[src/rtl/pipe_pulse_pkg.sv]
// pipe_pulse_pkg
//   Shared widths, the event record and FSM state encoding for the
//   pipe_pulse receiver. The top level re-declares the event record with its
//   own parameterised widths; pp_evt_t is the default-width form.
package pipe_pulse_pkg;

   localparam int PP_TS_W  = 16;
   localparam int PP_LEN_W = 8;
   localparam int PP_CNT_W = 16;

   typedef struct packed {
      logic [PP_TS_W-1:0]  ts;
      logic [PP_LEN_W-1:0] len;
   } pp_evt_t;

   typedef enum logic {
      PP_IDLE = 1'b0,
      PP_RUN  = 1'b1
   } pp_state_t;

endpackage

[src/rtl/pipe_pulse_receiver_if.sv]
// pipe_pulse_receiver_if
//   Valid/ready event stream leaving the pulse receiver.
//   evt_valid : head event present       (master -> slave)
//   evt_ready : consumer takes the head   (slave  -> master)
//   evt_ts    : run start timestamp       (master -> slave)
//   evt_len   : run length in cycles      (master -> slave)
interface pipe_pulse_receiver_if
   import pipe_pulse_pkg::*;
#(
   parameter int TS_W  = PP_TS_W,
   parameter int LEN_W = PP_LEN_W
);
   logic             evt_valid;
   logic             evt_ready;
   logic [TS_W-1:0]  evt_ts;
   logic [LEN_W-1:0] evt_len;

   modport master (output evt_valid, output evt_ts, output evt_len, input evt_ready);
   modport slave  (input evt_valid, input evt_ts, input evt_len, output evt_ready);
endinterface

[src/rtl/pipe_pulse_evt_fifo.sv]
// pipe_pulse_evt_fifo
//   Synchronous FIFO of event records, DEPTH entries (power of two, >= 2),
//   built from read/write pointers plus an occupancy count.
//   clk, reset : clock, synchronous active-high reset (control only)
//   push       : request to write push_data; taken when not full or when a
//                pop happens in the same cycle
//   push_data  : record to write
//   pop        : remove the head entry (ignored when empty)
//   head       : current head record, forced to zero while empty
//   full/empty : occupancy flags
module pipe_pulse_evt_fifo
   import pipe_pulse_pkg::*;
#(
   parameter int  DEPTH = 4,
   parameter type T     = pp_evt_t
)
(
   input  logic clk,
   input  logic reset,
   input  logic push,
   input  T     push_data,
   input  logic pop,
   output T     head,
   output logic full,
   output logic empty
);

   localparam int AW = $clog2(DEPTH);

   T              mem [DEPTH];
   logic [AW-1:0] wr_ptr;
   logic [AW-1:0] rd_ptr;
   logic [AW:0]   count;
   logic          wr_en;
   logic          rd_en;

   assign full  = (count == (AW+1)'(DEPTH));
   assign empty = (count == '0);
   assign rd_en = pop && !empty;
   // When full, a same-cycle pop frees the slot the write lands in: the head
   // is read combinationally before the edge overwrites it.
   assign wr_en = push && (!full || rd_en);

   always_comb begin
      head = '0;
      if (!empty) head = mem[rd_ptr];
   end

   always_ff @(posedge clk) begin
      if (reset) begin
         wr_ptr <= '0;
         rd_ptr <= '0;
         count  <= '0;
      end else begin
         if (wr_en) wr_ptr <= wr_ptr + AW'(1);
         if (rd_en) rd_ptr <= rd_ptr + AW'(1);
         case ({wr_en, rd_en})
            2'b10:   count <= count + (AW+1)'(1);
            2'b01:   count <= count - (AW+1)'(1);
            default: count <= count;
         endcase
      end
   end

   always_ff @(posedge clk) begin
      if (wr_en) mem[wr_ptr] <= push_data;
   end

endmodule

[src/rtl/pipe_pulse_receiver.sv]
// pipe_pulse_receiver
//   Tail sink of the pulse pipeline. Measures each run of consecutive high
//   samples on pipe_in, stamps its first sample with a free-running counter,
//   and queues {ts, len} records for a valid/ready consumer.
//   clk, reset  : clock, synchronous active-high reset
//   pipe_in     : pipeline tail, same clock domain, sampled every edge
//   evt         : event stream (master side): evt_valid/evt_ready/evt_ts/evt_len
//   evt_count   : completed runs since reset, dropped ones included (saturating)
//   drop_count  : runs lost to a full FIFO (saturating)
//   overflow    : sticky, set by the first drop
module pipe_pulse_receiver
   import pipe_pulse_pkg::*;
#(
   parameter int TS_W  = PP_TS_W,
   parameter int LEN_W = PP_LEN_W,
   parameter int DEPTH = 4,
   parameter int CNT_W = PP_CNT_W
)
(
   input  logic                 clk,
   input  logic                 reset,
   input  logic                 pipe_in,
   pipe_pulse_receiver_if.master evt,
   output logic [CNT_W-1:0]     evt_count,
   output logic [CNT_W-1:0]     drop_count,
   output logic                 overflow
);

   typedef struct packed {
      logic [TS_W-1:0]  ts;
      logic [LEN_W-1:0] len;
   } evt_t;

   pp_state_t        state;
   logic [TS_W-1:0]  ts_cnt;
   logic [TS_W-1:0]  cap_ts;
   logic [LEN_W-1:0] len;

   evt_t push_evt;
   evt_t head_evt;
   logic push;
   logic pop;
   logic drop;
   logic full;
   logic empty;

   function automatic logic [LEN_W-1:0] sat_inc_len(input logic [LEN_W-1:0] v);
      return (&v) ? v : v + LEN_W'(1);
   endfunction

   function automatic logic [CNT_W-1:0] sat_inc_cnt(input logic [CNT_W-1:0] v);
      return (&v) ? v : v + CNT_W'(1);
   endfunction

   // A run completes on the first low sample seen in RUN; the record is
   // written into the FIFO on that same edge, giving one cycle of latency.
   assign push     = (state == PP_RUN) && !pipe_in;
   assign push_evt = '{ts: cap_ts, len: len};
   assign pop      = evt.evt_valid && evt.evt_ready;
   assign drop     = push && full && !pop;

   always_ff @(posedge clk) begin
      if (reset) begin
         state      <= PP_IDLE;
         ts_cnt     <= '0;
         evt_count  <= '0;
         drop_count <= '0;
         overflow   <= 1'b0;
      end else begin
         ts_cnt <= ts_cnt + TS_W'(1);
         case (state)
            PP_IDLE: begin
               if (pipe_in) begin
                  state  <= PP_RUN;
                  cap_ts <= ts_cnt;
                  len    <= LEN_W'(1);
               end
            end
            PP_RUN: begin
               if (pipe_in) begin
                  len <= sat_inc_len(len);
               end else begin
                  state     <= PP_IDLE;
                  evt_count <= sat_inc_cnt(evt_count);
               end
            end
            default: state <= PP_IDLE;
         endcase
         if (drop) begin
            drop_count <= sat_inc_cnt(drop_count);
            overflow   <= 1'b1;
         end
      end
   end

   pipe_pulse_evt_fifo #(
      .DEPTH (DEPTH),
      .T     (evt_t)
   ) u_fifo (
      .clk       (clk),
      .reset     (reset),
      .push      (push),
      .push_data (push_evt),
      .pop       (pop),
      .head      (head_evt),
      .full      (full),
      .empty     (empty)
   );

   assign evt.evt_valid = !empty;
   assign evt.evt_ts    = head_evt.ts;
   assign evt.evt_len   = head_evt.len;

endmodule

[src/flat_wrapper.sv]
// flat-port wrapper written by rule: the top's interface ports become plain ports
module pipe_pulse_receiver_flat import pipe_pulse_pkg::*;
#(
   parameter int TS_W  = PP_TS_W,
   parameter int LEN_W = PP_LEN_W,
   parameter int DEPTH = 4,
   parameter int CNT_W = PP_CNT_W
)
  (clk, reset, pipe_in, evt_count, drop_count, overflow, evt_evt_valid, evt_evt_ts, evt_evt_len, evt_evt_ready);
  pipe_pulse_receiver_if #(.TS_W(TS_W), .LEN_W(LEN_W)) evt_i ();
  input  logic clk;
  input  logic reset;
  input  logic pipe_in;
  output logic [CNT_W-1:0] evt_count;
  output logic [CNT_W-1:0] drop_count;
  output logic overflow;
  output wire logic [$bits(evt_i.evt_valid)-1:0] evt_evt_valid;
  output wire logic [$bits(evt_i.evt_ts)-1:0] evt_evt_ts;
  output wire logic [$bits(evt_i.evt_len)-1:0] evt_evt_len;
  input wire logic [$bits(evt_i.evt_ready)-1:0] evt_evt_ready;
  assign evt_evt_valid = evt_i.evt_valid;
  assign evt_evt_ts = evt_i.evt_ts;
  assign evt_evt_len = evt_i.evt_len;
  assign evt_i.evt_ready = evt_evt_ready;
  pipe_pulse_receiver #(.TS_W(TS_W), .LEN_W(LEN_W), .DEPTH(DEPTH), .CNT_W(CNT_W)) u_core (.clk(clk), .reset(reset), .pipe_in(pipe_in), .evt(evt_i), .evt_count(evt_count), .drop_count(drop_count), .overflow(overflow));
endmodule
[config.mk]
export PLATFORM = sky130hd
export DESIGN_NAME = pipe_pulse_receiver_flat
export DESIGN_NICKNAME = d
export VERILOG_FILES = /design/src/rtl/pipe_pulse_pkg.sv /design/src/rtl/pipe_pulse_receiver_if.sv /design/src/rtl/pipe_pulse_evt_fifo.sv /design/src/rtl/pipe_pulse_receiver.sv /design/src/flat_wrapper.sv
export SDC_FILE = /design/constraint.sdc
export NUM_CORES = 1
export LEC_CHECK = 0
export CORE_MARGIN = 1.5
export CORE_UTILIZATION = 62
export DETAILED_ROUTE_END_ITERATION = 8
export PLACE_DENSITY = 0.9
export SYNTH_ARGS = -nofsm -noshare
export SYNTH_HDL_FRONTEND = slang
export SYNTH_HIERARCHICAL = 1
export SYNTH_SLANG_ARGS = --single-unit
[constraint.sdc]
create_clock -name clk -period 3.9 [get_ports clk]
set_input_delay 0.78 -clock clk [delete_from_list [all_inputs] [get_ports clk]]
set_output_delay 0.78 -clock clk [all_outputs]
set_load 0.01 [all_outputs]
Word-level counts from Yosys, hierarchy flattened
Memory sizes are Yosys's and may differ from the RTL's. A register that Yosys moved wholly into a read port is not among the register bits.
Index checks and enable logic that the tools add are counted.
- input port bits: 4
- memories kept: 1
- bits in writable memories: 96
- word-level logic and storage cells: 61
- flip-flop bits (word level): 81
- memories (name ; depth ; bits a word ; rd ports ; clocked after Yosys merged registers in ; wr ports ; RTL line ; RTL):
    u_core.u_fifo.mem ; 4 ; 24 ; 1 ; 1 ; 1 ; pipe_pulse_evt_fifo.sv:30 ; T mem [DEPTH];
- $add $sub $neg: 8
- bitwise gates (word level): 5
- reduce and logical (&&, ||, !) cells: 20
- equality and inequality tests: 6
- mux-type cells: 11
- operator list (operator ; number):
    $add 16x1->16 const B ; 3
    $reduce_and 16->1 ; 2
    $mux 24 ; 1
    $mux 8 ; 3
    $pmux 8 s2 ; 1
    $add 8x1->8 const B ; 1
    $reduce_and 8->1 ; 1
    $logic_and 1x1->1 ; 6
    $ne 2x2->1 const B ; 3
    $pmux 3 s2 ; 1
    $reduce_and 3->1 ; 2
    $not 1->1 ; 5
    $add 2x1->2 const B ; 2
    $logic_not 1->1 ; 4
    $mux 2 ; 2
    $reduce_and 4->1 ; 1
    $add 3x1->3 const B ; 1
    $eq 3x3->1 const B ; 1
    $logic_not 3->1 ; 1
    $mux 1 ; 3
    $sub 3x1->3 const B ; 1
    $eq 2x1->1 const B ; 1
    $eq 2x2->1 const B ; 1
    $reduce_and 2->1 ; 1
    other kinds (2) ; 2

Depth between registers and ports, before layout
- depth in word-level cells: 8
- mapped depth: 11

Hierarchy
The synthesis kept the hierarchy.
- by module, submodules not included (module ; sequential area each (um^2) ; area an instance (um^2) ; cells an instance ; instances):
    pipe_pulse_evt_fifo ; 3062.9 ; 4322.9 ; 220 ; 1
    pipe_pulse_receiver ; 1721.7 ; 3308.2 ; 337 ; 1

Least setup slack after synthesis
OpenSTA, ideal clock, no wires.
- path kind: input -> register
- start: input port pipe_in
- end: memory u_core/u_fifo/mem[0][0] (netlist name), enable pin
- path slack: 1.023 ns
- required time: 3.517 ns
- arrival: 2.494 ns
- library setup time: 0.383 ns
- path buffers: 2
- cell stages on the path: 7
- cells stage by stage: nand2b_1 -> inv_1 -> clkbuf_1 -> buf_2 -> inv_1 -> a31oi_2 -> and2_1
- longest elaborated chain between the ends: 5
- ends and longest elaborated chain (element ; RTL line ; RTL):
    from (decl) ; flat_wrapper.sv:13 ; input logic pipe_in;
    $logic_not 1->1 ; pipe_pulse_receiver.sv:57 ; assign push = (state == PP_RUN) && !pipe_in;
    $logic_and 1x1->1 ; pipe_pulse_receiver.sv:57 ;
    via u_core.push ; pipe_pulse_receiver.sv:41 ; logic push;
    $logic_and 1x1->1 ; pipe_pulse_evt_fifo.sv:42 ; assign wr_en = push && (!full || rd_en);
    $mux 1 ; pipe_pulse_evt_fifo.sv:66 ; if (wr_en) mem[wr_ptr] <= push_data;
    $mux 1 (implied by the code) ; pipe_pulse_evt_fifo.sv:66 ;
    to (decl) ; pipe_pulse_evt_fifo.sv:30 ;
The timed path passes the listed nets, and every way through them passes these cells.

==> results.toml <==
[logic_synthesis]
synthMostInstantiatedCell = "edfxtp_1"
synth_area_um2 = 7630
synth_cell_types = 57
synth_top_cells_by_count = "edfxtp_1 (120), dfxtp_1 (59), nor2_1 (29), a21oi_1 (27)"
synth-seq-cells = 179
yosysWarningCount = 6
synth_top_cell_area_share = 0.472
async_flop_share = 0
syn-num-nets = 570
synth_top_cell_by_area = "edfxtp_1"
synth_edf_count = 120
ys_seq_area_frac = 0.627
ys.flop_type = "edfxtp_1"
synth_area_per_cell_um2 = 13.7
syn_inst = 557
synthTopCellsByArea = "edfxtp_1 (47%), dfxtp_1 (15%), mux4_2 (7.1%)"

[drt]
ant_nets = 0
drtPass1Iterations = 5
drt-total-wl_mm = 15.2
routed_via_density = 6.28
post_drt_wl_per_cell_um = 19.5
drtIter0Drc = 373
drc = 0
vias = 4910

[setup_path]
path_class = "flip-flop to output port"
r2r_start = "u_core/state"
cp_slowest_cell = "mux4_2"
worstPathArrival_ns = 2.42
endpoint_kind = "output port"
critical_path.max_fanout = 24
start_kind = "flip-flop"
crit_chain = "buf_4 -> mux4_2 -> nor2b_1 -> clkdlybuf4s50_1"
cp_top_family = "buffers and inverters"
slowest_delay_ns = 0.59
crit_buf_inv = 2
required_ns = 3.12

[timing]
fmax_ghz = 0.313
tns_ns = 0
worstMarginPinSlew_ns = 0.774
holdWs_ns = 0.470
finalSetupViolCount = 0
min_period_ns = 3.20
fin_skew_ns = 0.00710
hold_viol = 0
final_max_slew_viol_count = 0
fin_crit_sh = 0.820
relSlewSlack = 0.479
rsz0062_at_grt = "false"

[floorplan]
io_pins = 62
start_util = 0.635
row_count = 40
die_w_um = 114
die_h_um = 114
core_area_um2 = 12000
dieArea_um2 = 13000

[worst_hold_path]
worstHoldPathType = "flip-flop to flip-flop"
hp-start = "u_core/ts_cnt[15]"

[clock_network]
cts_tree = "yes"
cts_buffer_depth = 2
ctsResizeCount = 0
cts_buffers = 17
cts_htree_levels = 4
cts_setup_buffers = 0
clock-sinks = 179
clk_latency_ns = 0.43
cts_root_buf = "clkbuf_16"
path_clk_slew_ns = 0.07
cts_hold_buf = 0

[run_status]
status = "finished, final reports clean"

[final_layout]
final_nets = 635
antenna_cells = 0
drive_above_1_share = 0.145
syn_to_final_growth_pct = 17.0

[global_routing]
grt_usage = 0.246
grt_pass1_wl_mm = 24.2
antenna_found_initial = 0
grt_max_degree = 58
first_global_vias = 4893
gr-total-overflow = 0

[place]
hpwl_mm = 9.59
routabilityCongestion = 0.921
io_buffers = 61

[pwr]
p_leak_nw = 2.87
irDropWorstVdd_uv = 226
power.density_nw_per_um2 = 424

[run]
cap_viol_max_count = 0
## through the flow
| step | cell area (µm²) | power (mW) | setup slack (ns) | utilization | std cells |
|---|---|---|---|---|---|
| 2_1_floorplan | 7630 | 2.15 | 1.02 | - | 557 |
| 5_1_grt | 8920 | 3.88 | 0.578 | 0.743 | 782 |
| 6_report | 8920 | 3.78 | 0.702 | 0.743 | 782 |
| 4_1_cts | 8920 | 3.81 | 0.637 | 0.743 | 782 |
| 3_3_place_gp | 8340 | 2.17 | 0.762 | 0.694 | 750 |
| 3_5_place_dp | 8340 | 2.18 | 0.681 | 0.694 | 750 |
## final cells by class
| cell class | instances | area, µm² |
|---|---|---|
| Sequential cell | 179 | 4780 |
| Fill cell | 776 | 3090 |
| Multi-Input combinational cell | 338 | 2640 |
| Timing Repair Buffer | 72 | 688 |
| Clock buffer | 18 | 439 |
| Tap cell | 147 | 184 |
| Clock inverter | 14 | 138 |
| Inverter | 14 | 52.6 |
## flip-flops by register name (all words and copies together), names as in the netlist, named ones only
signal and count:
u_core/u_fifo/mem 96, u_core/cap_ts 16, u_core/drop_count 16, u_core/evt_count 16, u_core/ts_cnt 16, u_core/len 8
u_core/u_fifo/count 3, u_core/u_fifo/rd_ptr 2, u_core/u_fifo/wr_ptr 2, u_core/overflow 1, u_core/state 1
## cells in the final DEF, fill, tap and decap left out, types with 5 or more instances in the layout
master,instances
or4_1,13
inv_1,14
nor2b_4,11
clkinv_2,5
edfxtp_1,120
or3_1,16
and2_1,11
xnor2_1,9
a21oi_1,27
and3_1,5
clkdlybuf4s50_1,60
clkbuf_16,17
nor2_1,29
nand4_1,17
o21ai_0,22
nor3_1,5
nor4_1,6
xor2_1,10
nand2b_1,5
mux4_2,24
o31ai_1,10
dfxtp_1,59
nor2b_1,18
nand2_1,19
ha_1,8
nand3_1,24
buf_4,11
## final timing paths
check                             end  slack (ns)  depth (start not counted)
max                    evt_evt_len[0]        0.70                          4
min                 u_core/cap_ts[15]        0.47                          0
max reg2reg  u_core/u_fifo/mem[1][23]        1.33                          6
min reg2reg         u_core/cap_ts[15]        0.47                          0
## worst reg2reg max path, cell delays in order, from the launching register on
cell and delay [ns]:
dfxtp_1 0.60, nand2b_1 0.19, inv_1 0.45, inv_1 0.14
a31oi_2 0.31, and2_1 0.17, buf_4 0.35
## cells by family (layout without fill, tap and decap cells)
logic type / Yosys count / count (layout) / synth area share
buf+inv: 40 / 118 / 0.0280
fa+ha+maj: 9 / 9 / 0.0157
simple gates: 197 / 197 / 0.160
flops: 179 / 179 / 0.627
compound gates: 84 / 84 / 0.0697
mux: 29 / 29 / 0.0780
xor+xnor: 19 / 19 / 0.0218
## power by group
part / switching, mW / internal (mW) / leakage (nW)
combinational: 0.0448 / 0.0316 / 1.01
sequential: 0.0242 / 2.04 / 1.58
clock: 0.689 / 0.954 / 0.279
total: 0.758 / 3.03 / 2.87
## per-layer routing
metal	track usage	vias up	share of wire
li1	-	2256	-
met1	0.303	2394	0.40
met2	0.424	229	0.51
met3	0.0584	31	0.063
met4	0.0958	0	0.019
met5	0	-	0
No activity file was read; power rests on OpenSTA's default activity.
